[config.mk]
export PLATFORM = sky130hd
export DESIGN_NAME = sequential_logic_vector
export DESIGN_NICKNAME = d
export VERILOG_FILES = /design/src/rtl/sequential_logic_pkg.sv /design/src/rtl/slv_next_state.sv /design/src/rtl/sequential_logic_vector.sv
export SDC_FILE = /design/constraint.sdc
export NUM_CORES = 1
export LEC_CHECK = 0
export CAP_MARGIN = 15
export CORE_MARGIN = 2
export CORE_UTILIZATION = 40
export CTS_CLUSTER_DIAMETER = 150
export CTS_CLUSTER_SIZE = 16
export DETAILED_ROUTE_END_ITERATION = 8
export GPL_ROUTABILITY_DRIVEN = 0
export PLACE_DENSITY = 0.68
export SLEW_MARGIN = 20
export SYNTH_ARGS = -nofsm -noshare
export SYNTH_HDL_FRONTEND = slang
export SYNTH_SLANG_ARGS = --single-unit
[constraint.sdc]
create_clock -name CLK -period 3.6 [get_ports CLK]
set_clock_uncertainty 0.2 [all_clocks]
set_input_delay 0.72 -clock CLK [delete_from_list [all_inputs] [get_ports CLK]]
set_output_delay 0.72 -clock CLK [all_outputs]
set_load 0.01 [all_outputs]
[src/rtl/sequential_logic_pkg.sv]
// ============================================================================
// Module      : sequential_logic_pkg
// Description : Shared operation encodings for sequential_logic_vector.
// Revision    : 1.0  initial release
// ============================================================================
`default_nettype none

package sequential_logic_pkg;

    localparam int MODE_W = 3;

    typedef enum logic [MODE_W-1:0] {
        MODE_HOLD = 3'b000,
        MODE_LOAD = 3'b001,
        MODE_SHL  = 3'b010,
        MODE_SHR  = 3'b011,
        MODE_UP   = 3'b100,
        MODE_DN   = 3'b101,
        MODE_ROL  = 3'b110,
        MODE_ROR  = 3'b111
    } mode_e;

endpackage

`default_nettype wire

[src/rtl/slv_next_state.sv]
// ============================================================================
// Module      : slv_next_state
// Description : Combinational next-state selection for the vector register.
// Revision    : 1.0  initial release
// ============================================================================
`default_nettype none

module slv_next_state
    import sequential_logic_pkg::*;
#(
    parameter int WIDTH = 8
) (
    input  logic [WIDTH-1:0]  q,
    input  logic [WIDTH-1:0]  d,
    input  logic              sin,
    input  logic [MODE_W-1:0] mode,
    output logic [WIDTH-1:0]  next_q,
    output logic              next_sout,
    output logic              sout_load
);

    // sout_load marks the shift/rotate modes; every other mode keeps SOUT.
    always_comb begin
        next_q    = q;
        next_sout = 1'b0;
        sout_load = 1'b0;
        case (mode)
            MODE_HOLD: next_q = q;
            MODE_LOAD: next_q = d;
            MODE_SHL: begin
                next_q    = {q[WIDTH-2:0], sin};
                next_sout = q[WIDTH-1];
                sout_load = 1'b1;
            end
            MODE_SHR: begin
                next_q    = {sin, q[WIDTH-1:1]};
                next_sout = q[0];
                sout_load = 1'b1;
            end
            MODE_UP:  next_q = q + WIDTH'(1);
            MODE_DN:  next_q = q - WIDTH'(1);
            MODE_ROL: begin
                next_q    = {q[WIDTH-2:0], q[WIDTH-1]};
                next_sout = q[WIDTH-1];
                sout_load = 1'b1;
            end
            MODE_ROR: begin
                next_q    = {q[0], q[WIDTH-1:1]};
                next_sout = q[0];
                sout_load = 1'b1;
            end
        endcase
    end

endmodule

`default_nettype wire

[src/rtl/sequential_logic_vector.sv]
// ============================================================================
// Module      : sequential_logic_vector
// Description : Multi-mode register: load, shift, rotate, up/down count.
// Revision    : 1.0  initial release
// ============================================================================
`default_nettype none

module sequential_logic_vector
    import sequential_logic_pkg::*;
#(
    parameter int               WIDTH     = 8,
    parameter logic [WIDTH-1:0] RST_VALUE = '0,
    parameter logic [WIDTH-1:0] SD_VALUE  = '1
) (
    input  logic              CLK,
    input  logic              RST,
    input  logic              EN,
    input  logic              SLn,
    input  logic [MODE_W-1:0] MODE,
    input  logic [WIDTH-1:0]  D,
    input  logic              SIN,
    output logic [WIDTH-1:0]  Q,
    output logic              SOUT,
    output logic              TC
);

    logic [WIDTH-1:0] r_q;
    logic             r_sout;
    logic [WIDTH-1:0] w_next_q;
    logic             w_next_sout;
    logic             w_sout_load;
    logic             w_at_max;
    logic             w_at_zero;

    slv_next_state #(
        .WIDTH     (WIDTH)
    ) u_next_state (
        .q         (r_q),
        .d         (D),
        .sin       (SIN),
        .mode      (MODE),
        .next_q    (w_next_q),
        .next_sout (w_next_sout),
        .sout_load (w_sout_load)
    );

    // Priority: reset, then synchronous SD load, then enabled mode operation.
    always_ff @(posedge CLK) begin
        if (RST) begin
            r_q    <= RST_VALUE;
            r_sout <= 1'b0;
        end else if (!SLn) begin
            r_q    <= SD_VALUE;
        end else if (EN) begin
            r_q    <= w_next_q;
            if (w_sout_load) begin
                r_sout <= w_next_sout;
            end
        end
    end

    assign w_at_max  = &r_q;
    assign w_at_zero = ~|r_q;

    assign TC = EN && !RST && SLn &&
                (((MODE == MODE_UP) && w_at_max) ||
                 ((MODE == MODE_DN) && w_at_zero));

    assign Q    = r_q;
    assign SOUT = r_sout;

endmodule

`default_nettype wire

# Word level (Yosys, flattened, before mapping)
# Index checks and enable logic that the tools add are counted.
dict set report word_totals {
  word_cells 34
  rom_bits 0
  n_memories 0
  latchBits 0
  inputBits 16
  register_bits 9
  mem_bits_rw 0
}
dict set report classes {
  bitwise_logic 0
  eq_ne 9
  div_mod_pow 0
  shift 0
  n_addsub 2
  n_lt_le_gt_ge 0
  n_mul 0
  n_reduce_logical 16
  mux 5
}
# cell count
set ops {}
lappend ops {{$pmux W8 S7} 1}
lappend ops {{$mux W8} 2}
lappend ops {{$eq A3 B3 Y1 const B} 4}
lappend ops {{$add A8 B1 Y8 const B} 1}
lappend ops {{$reduce_and A8 Y1} 1}
lappend ops {{$reduce_or A8 Y1} 1}
lappend ops {{$sub A8 B1 Y8 const B} 1}
lappend ops {{$eq A3 B2 Y1 const B} 2}
lappend ops {{$logic_and A1 B1 Y1} 5}
lappend ops {{$ne A2 B2 Y1 const B} 2}
lappend ops {{$reduce_or A2 Y1} 2}
lappend ops {{$reduce_or A4 Y1} 1}
lappend ops {{$eq A3 B1 Y1 const B} 1}
lappend ops {{$logic_not A3 Y1} 1}
lappend ops {{$reduce_and A3 Y1} 1}
lappend ops {{$logic_not A1 Y1} 2}
lappend ops {{$pmux W1 S2} 1}
lappend ops {{$reduce_and A2 Y1} 1}
lappend ops {{$logic_or A1 B1 Y1} 1}
lappend ops {{$mux W1} 1}

# Depth between registers and ports, before layout
dict set report depth {
  word_depth 5
  mapped_depth 9
  ltp_nobuf 8
}

# Modules after synthesis
# A second synthesis with hierarchy kept.
dict set report hier_totals {
  hier_cells 153
  hier_area_um2 1156.1
}
# mod seq_area_each_um2 area_per_inst_um2 instances cells_per_inst
set modules_own_cells {}
lappend modules_own_cells {slv_next_state 0.0 768.2 1 113}
lappend modules_own_cells {sequential_logic_vector 180.2 387.9 1 40}

# Least setup slack after synthesis
# Ideal clock, no wire load.
dict set report synth_path {
  path_kind {input to register}
  startpoint {input port MODE[1]}
  endpoint {register r_q[7] (netlist: Q[7])}
  slack_ps 485
  cell_stages 9
  arrival_ps 2830
  n_path_buf 1
  path_cell_list {clkbuf_1 nand2b_1 nor2_1 ha_1 a211oi_1 o211ai_1 and3_1 or2_2 a211oi_1}
}
dict set report synth_via {
  elab_chain_len 4
  elab_cells_between_ends 13
  cone_classes {eq/ne (8); mux (3); reduce/logical (2)}
}
# element line_no
set synth_lines {}
lappend synth_lines {{start: declaration} sequential_logic_vector.sv:19} ;# input logic [MODE_W-1:0] MODE,
lappend synth_lines {{$eq A3 B3 Y1, or another cell as far along} slv_next_state.sv:27} ;# case (mode)
lappend synth_lines {{$pmux W8 S7} slv_next_state.sv:27}
lappend synth_lines {{$mux W8} sequential_logic_vector.sv:54} ;# end else if (EN) begin
lappend synth_lines {{$mux W8} sequential_logic_vector.sv:52} ;# end else if (!SLn) begin
lappend synth_lines {{end signal: assignment} sequential_logic_vector.sv:55} ;# r_q <= w_next_q;
lappend synth_lines {{end: declaration} sequential_logic_vector.sv:27} ;# logic [WIDTH-1:0] r_q;
# Several ways; a longest one is shown, not always the timed one. The select of a mux whose other input is x is not followed.
# A chain may end at the register's enable or synchronous reset.

# Final worst setup path
# Ends and elaborated chain as after synthesis.

==> results.tsv <==
metric	value	unit
synth_simple_gate_area_share	20.6	%
htreeDepth	1	
grt_overflow_total	0	
grt_max_degree	19	
multiInputGateArea	743	um^2
fin_nets	183	
start_kind	primary input	
antenna_found_initial	0	
outcome	complete, no violations	
drc	0	
drt-total-wl	2730	um
wl_per_cell	14.6	um
utilization	58.9	%
cp.required	3.58	ns
synth_xor_area_share	2.74	%
critPathArrivalTime	3.19	ns
cellPowerDensity	276	nW/um^2
whs	0.299	ns
clk_latency	0.26	ns
worst_slew_pin_slew	0.583	ns
first_pass_iters	4	
rsz0062_at_grt	no	
cap_violations	0	
ys_warn_count	0	
cts_tree	yes	
postCtsHoldBufs	0	
cts.sink_count	9	
finalCriticalPeriod	3.21	ns
drtIter0Drc	29	
preCtsSetupSlack	-0.379	ns
grt_pass1_wl	4600	um
cp_slowest_stage_delay	0.41	ns
final-setup-viol-count	0	
synthFlopType	dfxtp_1	
synth_cell_type_count	38	
peakVddDrop	0.135	mV
worstPathMaxFanout	6	
crit_path_top_delay_cell	clkdlybuf4s50_1	
fp.dieW	53.0	um
place_area	1270	um^2
crit_path_end_kind	flop	
die_h	53.0	um
fmax	311	MHz
maxSlewViolCount	0	
drive_gt1_share	12.6	%
period_share	89.2	%
synth_fp_nets	152	
cp_cell_sequence	clkdlybuf4s50_1 -> nand2b_1 -> nor2_1 -> buf_4 -> ha_1 -> a21oi_1 -> o21ai_0 -> and3_1 -> or2_2 -> a211oi_1	
root_buffer	clkbuf_4	
rows	17	
synth-compound-area-share	31.7	%
fp.dieArea	2800	um^2
syn_area	958	um^2
synth-adder-area-share	9.92	%
path_clk_slew	0.07	ns
leakage	0.550	nW
setup_slack	0.389	ns
register_area	180	um^2
ys_ff_latch	9	
diodes	0	
start_util	42.9	%
relSlewSlack	60.8	%
clockBufferDepth	2	
ant_nets	0	
synth-edff-count	0	
critical_path_class	primary input to flop	
design_area	1320	um^2
io_buffers	25	
grt_pass1_vias	1007	
grt_usage	22.2	%
ys_seq_area_share	18.8	%
ys_async_sr_fraction	0	%
vias	1101	
synth_top_family_by_area	compound AO/OA/AOI/OAI gates	
muxShareOfSynthArea	10.7	%
cts_buffers	3	
vias_per_cell	5.89	
dp_hpwl	2060	um
postCtsSetupBuffers	0	
core_area	2230	um^2
finalHoldViolCount	0	
boundaryPins	26	
synthesis.instances	129	
syn_avg_cell_area	7.43	um^2
area_delta_synth_final	37.2	%
hold_path.class	flop to flop	
num-fill-cells	203	
==> kinds of logic (layout without fill, tap and decap cells) <==
family                     after synthesis  after routing
muxes                                   10             10
adders and majority gates                7              7
AOI/OAI and AO/OA                       49             49
buffers and inverters                   12             42
xor gates and xnor gates                 3              3
DFF                                      9              9
and+or+nand+nor                         39             39
==> worst max-delay path: cells and delay by family <==
| family | cells | cell delay (ns) |
|---|---|---|
| AND/OR/NAND/NOR | 4 | 0.98 |
| buffers and inverters | 2 | 0.61 |
| AO/OA/AOI/OAI | 3 | 0.59 |
| adder cells (fa/ha/maj) | 1 | 0.29 |
==> cells in the mapped netlist (2+ instances only) <==
| master | n | area, um^2 |
|---|---|---|
| mux2_2 | 2 | 22.5 |
| o21ai_0 | 14 | 70.1 |
| nand2_1 | 6 | 22.5 |
| and3_1 | 2 | 12.5 |
| a41oi_1 | 2 | 17.5 |
| buf_2 | 3 | 15.0 |
| mux2i_1 | 8 | 80.1 |
| nor3_1 | 2 | 10.0 |
| clkbuf_1 | 4 | 15.0 |
| nand2b_1 | 2 | 12.5 |
| ha_1 | 6 | 75.1 |
| a21o_1 | 2 | 15.0 |
| nor2_1 | 18 | 67.6 |
| a31oi_1 | 3 | 18.8 |
| o211ai_1 | 3 | 22.5 |
| a211oi_1 | 7 | 52.6 |
| dfxtp_1 | 9 | 180 |
| a21oi_1 | 12 | 60.1 |
| inv_1 | 4 | 15.0 |
| xnor2_1 | 2 | 17.5 |
==> power by group <==
group          internal [mW]  switching, mW
Sequential             0.109         0.0173
Clock                 0.0428         0.0390
Combinational         0.0806         0.0741
Total                  0.232          0.130
==> final timing paths <==
| path | start | cells after the start | endpoint | slack, ns |
|---|---|---|---|---|
| setup / recovery | MODE[1] | 10 | Q[7] | 0.39 |
| hold / removal | SOUT | 2 | SOUT | 0.30 |
| setup reg to reg | Q[1] | 6 | Q[7] | 1.29 |
| hold reg to reg | SOUT | 2 | SOUT | 0.30 |
==> registers in the layout, indices dropped and copies added (netlist names) <==
register / count
SOUT: 1
Q: 8
==> metal layers <==
| metal | global-route usage, % | share of wire [%] | vias to the layer above |
|---|---|---|---|
| met3 | 2.82 | 5.0 | 2 |
| li1 | - | - | 546 |
| met5 | 0 | 0 | - |
| met1 | 29.5 | 46 | 521 |
| met4 | 7.69 | 0.73 | 0 |
| met2 | 36.7 | 48 | 32 |
==> layout by cell type, fill, tap and decap left out, types with 2 or more instances in the layout <==
cell type / Yosys / routed
o21ai_0: 14 / 14
mux2i_1: 8 / 8
xnor2_1: 2 / 2
clkdlybuf4s50_1: 0 / 23
o211ai_1: 3 / 3
buf_4: 1 / 9
a31oi_1: 3 / 3
clkbuf_4: 0 / 3
a211oi_1: 7 / 7
a21oi_1: 12 / 12
nor3_1: 2 / 2
a21o_1: 2 / 2
and3_1: 2 / 2
inv_1: 4 / 4
mux2_2: 2 / 2
dfxtp_1: 9 / 9
ha_1: 6 / 6
nand2b_1: 2 / 2
nand2_1: 6 / 6
nor2_1: 18 / 18
==> area by class of cell <==
class	instances	share of cell area (%)
Multi-Input combinational cell	108	56.5
Timing Repair Buffer	34	24.0
Sequential cell	9	13.7
Tap cell	28	2.66
Clock buffer	4	2.00
Inverter	4	1.14
==> what timing repair did <==
action                                  in CTS  in global routing
resized for setup                            4                  4
pin swaps                                    0                  2
endpoints found under the setup margin       1                  1
==> stage by stage <==
stage	TNS (ns)	total power, mW	instances
after floorplan	0	0.214	129
after global placement	-0.306	0.277	183
after detailed placement	-0.409	0.280	183
after CTS	0	0.362	187
after global routing	0	0.390	187
final	0	0.363	187
(Power assumes the default switching activity.)
